`config.mk`:
```
export PLATFORM = sky130hd
export DESIGN_NAME = counter_loader
export DESIGN_NICKNAME = d
export VERILOG_FILES = /design/src/rtl/counter_loader_pkg.sv /design/src/rtl/counter_loader_sync_fifo.sv /design/src/rtl/counter_loader.sv
export SDC_FILE = /design/constraint.sdc
export NUM_CORES = 1
export LEC_CHECK = 0
export CORE_MARGIN = 8
export CORE_UTILIZATION = 38
export DETAILED_ROUTE_END_ITERATION = 6
export PLACE_DENSITY = 0.61
export SLEW_MARGIN = 20
export SYNTH_ARGS = -nofsm -noshare
export SYNTH_HDL_FRONTEND = slang
export SYNTH_HIERARCHICAL = 1
export SYNTH_SLANG_ARGS = --single-unit
```
`constraint.sdc`:
```
create_clock -name clk -period 2.9 [get_ports clk]
set_clock_uncertainty 0.15 [all_clocks]
set_input_delay 0.58 -clock clk [delete_from_list [all_inputs] [get_ports clk]]
set_output_delay 0.58 -clock clk [all_outputs]
set_load 0.05 [all_outputs]
```
`src/rtl/counter_loader_pkg.sv`:
```
// rtl/counter_loader_pkg.sv - shared types and constants for the counter loader
package counter_loader_pkg;

  localparam int DATA_W_DEF     = 8;
  localparam int FIFO_DEPTH_DEF = 4;

  localparam logic [7:0] ERR_CNT_MAX = 8'hFF;

  typedef enum logic [1:0] {
    ST_IDLE  = 2'd0,
    ST_WRITE = 2'd1,
    ST_CHECK = 2'd2
  } state_e;

endpackage

```
`src/rtl/counter_loader_sync_fifo.sv`:
```
// rtl/counter_loader_sync_fifo.sv - request buffer: single-clock FIFO, DEPTH a power of 2 (>= 2)
module sync_fifo #(
  parameter int DATA_W = 8,
  parameter int DEPTH  = 4
) (
  input  logic              clk,
  input  logic              reset,
  input  logic              push,
  input  logic              pop,
  input  logic [DATA_W-1:0] din,
  output logic [DATA_W-1:0] dout,
  output logic              full,
  output logic              empty
);

  localparam int PTR_W = $clog2(DEPTH);

  logic [DATA_W-1:0] mem_q [DEPTH];
  logic [PTR_W-1:0]  wr_ptr_q, wr_ptr_d;
  logic [PTR_W-1:0]  rd_ptr_q, rd_ptr_d;
  logic [PTR_W:0]    count_q, count_d;
  logic              do_push, do_pop;

  assign full  = (count_q == (PTR_W+1)'(DEPTH));
  assign empty = (count_q == '0);
  assign dout  = mem_q[rd_ptr_q];

  // Pointers wrap for free because DEPTH is a power of 2
  always_comb begin
    do_push  = push && !full;
    do_pop   = pop && !empty;
    wr_ptr_d = wr_ptr_q;
    rd_ptr_d = rd_ptr_q;
    count_d  = count_q;
    if (do_push) wr_ptr_d = wr_ptr_q + PTR_W'(1);
    if (do_pop)  rd_ptr_d = rd_ptr_q + PTR_W'(1);
    case ({do_push, do_pop})
      2'b10:   count_d = count_q + (PTR_W+1)'(1);
      2'b01:   count_d = count_q - (PTR_W+1)'(1);
      default: count_d = count_q;
    endcase
  end

  always_ff @(posedge clk or negedge reset) begin
    if (!reset) begin
      wr_ptr_q <= '0;
      rd_ptr_q <= '0;
      count_q  <= '0;
    end else begin
      wr_ptr_q <= wr_ptr_d;
      rd_ptr_q <= rd_ptr_d;
      count_q  <= count_d;
    end
  end

  always_ff @(posedge clk) begin
    if (do_push) mem_q[wr_ptr_q] <= din;
  end

endmodule

```
`src/rtl/counter_loader.sv`:
```
// rtl/counter_loader.sv - buffered counter loader with optional readback check (COUNTER_LOADER_CHECK_EN)
module counter_loader
  import counter_loader_pkg::*;
#(
  parameter int DATA_W     = DATA_W_DEF,
  parameter int FIFO_DEPTH = FIFO_DEPTH_DEF
) (
  input  logic              clk,
  input  logic              reset,
  input  logic [DATA_W-1:0] req_data,
  input  logic              req_valid,
  output logic              req_ready,
  output logic [DATA_W-1:0] wdata,
  output logic              wr,
  input  logic [DATA_W-1:0] data_cnt,
  output logic              busy,
  output logic              done,
  output logic              err,
  output logic [7:0]        err_count
);

  state_e            state_q, state_d;
  logic [DATA_W-1:0] hold_q, hold_d;
  logic              wr_q, wr_d;
  logic              done_q, done_d;
  logic              ready_en_q, ready_en_d;
  logic              load;
  logic              fifo_push, fifo_pop, fifo_full, fifo_empty;
  logic [DATA_W-1:0] fifo_dout;
`ifdef COUNTER_LOADER_CHECK_EN
  logic              err_q, err_d;
  logic [7:0]        err_count_q, err_count_d;
`endif

  // ready_en_q keeps req_ready low through reset and sets it on the first edge after release
  assign req_ready = ready_en_q && !fifo_full;
  assign fifo_push = req_valid && req_ready;
  assign wr        = wr_q;
  assign wdata     = wr_q ? hold_q : '0;
  assign done      = done_q;
  assign busy      = (state_q != ST_IDLE) || !fifo_empty;

  sync_fifo #(
    .DATA_W (DATA_W),
    .DEPTH  (FIFO_DEPTH)
  ) u_fifo (
    .clk   (clk),
    .reset (reset),
    .push  (fifo_push),
    .pop   (fifo_pop),
    .din   (req_data),
    .dout  (fifo_dout),
    .full  (fifo_full),
    .empty (fifo_empty)
  );

  always_comb begin
    state_d    = state_q;
    hold_d     = hold_q;
    wr_d       = 1'b0;
    done_d     = 1'b0;
    ready_en_d = 1'b1;
    fifo_pop   = 1'b0;
    load       = 1'b0;
`ifdef COUNTER_LOADER_CHECK_EN
    err_d      = 1'b0;
`endif
    case (state_q)
      ST_IDLE: begin
        load = !fifo_empty;
      end
`ifdef COUNTER_LOADER_CHECK_EN
      ST_WRITE: begin
        state_d = ST_CHECK;
      end
      ST_CHECK: begin
        done_d  = 1'b1;
        err_d   = (data_cnt != hold_q);
        state_d = ST_IDLE;
        load    = !fifo_empty;
      end
`else
      ST_WRITE: begin
        done_d  = 1'b1;
        state_d = ST_IDLE;
        load    = !fifo_empty;
      end
`endif
      default: state_d = ST_IDLE;
    endcase
    // Every entry into WRITE pops the head into hold and raises the strobe for one cycle
    if (load) begin
      fifo_pop = 1'b1;
      hold_d   = fifo_dout;
      wr_d     = 1'b1;
      state_d  = ST_WRITE;
    end
  end

  always_ff @(posedge clk or negedge reset) begin
    if (!reset) begin
      state_q    <= ST_IDLE;
      hold_q     <= '0;
      wr_q       <= 1'b0;
      done_q     <= 1'b0;
      ready_en_q <= 1'b0;
    end else begin
      state_q    <= state_d;
      hold_q     <= hold_d;
      wr_q       <= wr_d;
      done_q     <= done_d;
      ready_en_q <= ready_en_d;
    end
  end

`ifdef COUNTER_LOADER_CHECK_EN
  always_comb begin
    err_count_d = err_count_q;
    if (err_q && (err_count_q != ERR_CNT_MAX)) err_count_d = err_count_q + 8'd1;
  end

  always_ff @(posedge clk or negedge reset) begin
    if (!reset) begin
      err_q       <= 1'b0;
      err_count_q <= '0;
    end else begin
      err_q       <= err_d;
      err_count_q <= err_count_d;
    end
  end

  assign err       = err_q;
  assign err_count = err_count_q;
`else
  logic unused_data_cnt;
  assign unused_data_cnt = ^data_cnt;
  assign err             = 1'b0;
  assign err_count       = '0;
`endif

endmodule

```
==> run metrics <==
outcome finished clean; share of Yosys cell area claimed by the top area cell type 44.19%; DR pass1 iterations 4; first-pass GRT wire length 5.637 mm; Pwr Total 2.761 mW; CTS root buf clkbuf_8; CP arrival 1.85 ns; Max Cap Violations 0; CP max stage delay 0.71 ns; critical path capture point type output port; reg2reg path depth 10; HPWL after detailed placement 2.510 mm; ANT cells 0; worst-path cell chain nor3b_4 -> nor2b_1 -> clkdlybuf4s50_1; Final Util 46.06%; DRT iter0 DRCs 70; Placed Area 0.002445 mm^2; drt via density 4.402; vias in the first global route 1,111; clock tree buffer depth 2; Setup TNS 0 ns; initial antenna violation count 0; post-route insts no fill 224; routed wire length 3.389 mm; Achievable Freq 388.1 MHz; Max Slew Vio Count 0; top cells by count, synth edfxtp_1, dfrtp_1, buf_4; placed insts 216; sequential share of the synthesized area 66.05%; Yosys cell types 27; Syn. warnings 6; Final Setup Violations 0; routed len/inst 15.13 um; Final #Nets 176; slew at the pin closest to its max-slew limit 0.5754 ns; number of nets with antenna violations after routing 0; syn avg cell area 17.54 um^2; Die ar. 0.008399 mm^2; crit path kind reg -> out; RSZ-0062 raised after global routing false; CTS Sinks 51; hold crit path type reg -> reg; # Post-CTS Setup Buffers 0; CP Max Fanout 5; Initial Util 39.49%; Hold-fix buffers, CTS 0; Die W 91.65 um; Post-synth EDFFs 32; worst path required time 2.17 ns; Post-synth top flop edfxtp_1; Cells on Worst Hold Path 0; ranking of synthesized cells by area edfxtp_1, dfrtp_1, mux4_2; Post-synth ARST share 37.25%; Crit path depth 3; core area 0.005507 mm^2; # rows 27; PD cells 1089 mW/mm^2; GPL Wtd Cong 0.6363; share of layout cells above drive strength 1 23.03%; Buf/Inv on CP 1; htree depth 2; clock-pin slew on the worst setup and hold paths 0.08 ns; largest net degree at the start of global routing 20; CTS Buf Count 5; Final Hold Vio Count 0; total track usage 8.615%; relative slew slack 61.64%; Synth Cell Area 0.002175 mm^2; height of the die 91.65 um; Top delay family on crit path buffers and inverters; post-synthesis cell count 124; Via Count 986; clock latency at the later pin of the worst-skew pair 0.29 ns; drt drc 0; peak supply drop 425.7 uV; critical path's slowest cell clkdlybuf4s50_1; total gr overflow 0; PostCTS Resize Cnt 0; Finished Cell Area 0.002536 mm^2; CTS tree yes; synthesis-to-layout area growth 16.63%; IO Port Bufs 22; crit share post-route 88.85%; top-count cell post-synth edfxtp_1; leakage 0.9602 nW; critical path startpoint category flip-flop; leading area contributor after synthesis edfxtp_1; Tmin final 2.577 ns; Seq cells post-synth 51; top-level port count 40
==> final cells by class <==
| class | instances | area (um^2) |
|---|---|---|
| clock inverters | 1 | 5.005 |
| well taps | 72 | 90.09 |
| multi-input cells | 61 | 655.6 |
| flip-flops and latches | 51 | 1436 |
| clock buffers | 7 | 86.33 |
| fillers | 483 | 2970 |
| inverters | 8 | 30.03 |
| repair buffers | 24 | 232.7 |
==> cell usage in the layout, fill, tap and decap left out, types with 3 or more instances in the layout <==
cell type and n:
mux2_4 8, inv_1 8, and2_2 4, clkbuf_8 6
conb_1 10, xnor2_1 3, ha_1 5, buf_4 3
edfxtp_1 32, xor2_1 3, dfrtp_1 19, and2_1 8
clkdlybuf4s50_1 21, mux4_2 8
==> path summary, 6_finish.rpt <==
kind / from / slack, ns / to
hold reg to reg: state_q[0]$_DFFE_PN0P_ / 0.22 / done$_DFF_PN0_
hold / removal: state_q[0]$_DFFE_PN0P_ / 0.22 / done$_DFF_PN0_
min in group asynchronous: reset / 0.48 / hold_q[2]$_DFFE_PN0N_
setup reg to reg: u_fifo/count_q[0]$_DFFE_PN0P_ / 0.48 / u_fifo/count_q[2]$_DFFE_PN0P_
setup / recovery: u_fifo/count_q[0]$_DFFE_PN0P_ / 0.32 / req_ready
max in group asynchronous: reset / 1.92 / u_fifo/rd_ptr_q[1]$_DFFE_PN0P_
==> worst reg2reg max path: cells and delay by family, from the launching register on <==
| family | cells | cell delay (ns) |
|---|---|---|
| adder cells (fa/ha/maj) | 2 | 0.54 |
| flip-flops | 1 | 0.47 |
| buffers and inverters | 2 | 0.13 |
| AND/OR/NAND/NOR | 4 | 0.77 |
| XOR/XNOR | 2 | 0.30 |
==> per-layer routing <==
layer / wire length, um / vias up / global-route usage (%)
met2: 1722 / 32 / 14.29
met5: 0 / - / 0
met4: 33 / 0 / 3.683
met1: 1373 / 482 / 10.03
met3: 260 / 4 / 2.771
li1: - / 468 / -
==> stage by stage <==
stage / hold slack (ns) / worst slack (ns)
after floorplan: 0.1344 / 0.6327
after global placement: 0.2008 / 0.3481
after detailed placement: 0.2053 / 0.3074
after CTS: 0.2256 / 0.2968
after global routing: 0.2497 / 0.2406
final: 0.2228 / 0.3234
==> cell families (layout without fill, tap and decap cells) <==
logic type	count (synthesis)	count (layout)	share of synthesized area [%]
flops	51	51	66.05
simple gates	20	20	6.732
buf+inv	20	40	5.408
mux	18	18	14.79
fa+ha+maj	6	6	3.798
xor+xnor	6	6	2.417
other cells	2	10	0.3454
compound gates	1	1	0.4603
==> where the power goes <==
part / internal (mW) / switching, mW
combinational: 0.585 / 0.647
sequential: 0.960 / 0.166
clock: 0.193 / 0.211
total: 1.74 / 1.02
==> flip-flops by register name, summed over array words and instances, names as in the netlist <==
| register | cells |
|---|---|
| ready_en_q | 1 |
| state_q | 1 |
| u_fifo/mem_q | 32 |
| u_fifo/wr_ptr_q | 2 |
| wr | 1 |
| u_fifo/count_q | 3 |
| u_fifo/rd_ptr_q | 2 |
| hold_q | 8 |
| done | 1 |
(Power assumes the default switching activity.)
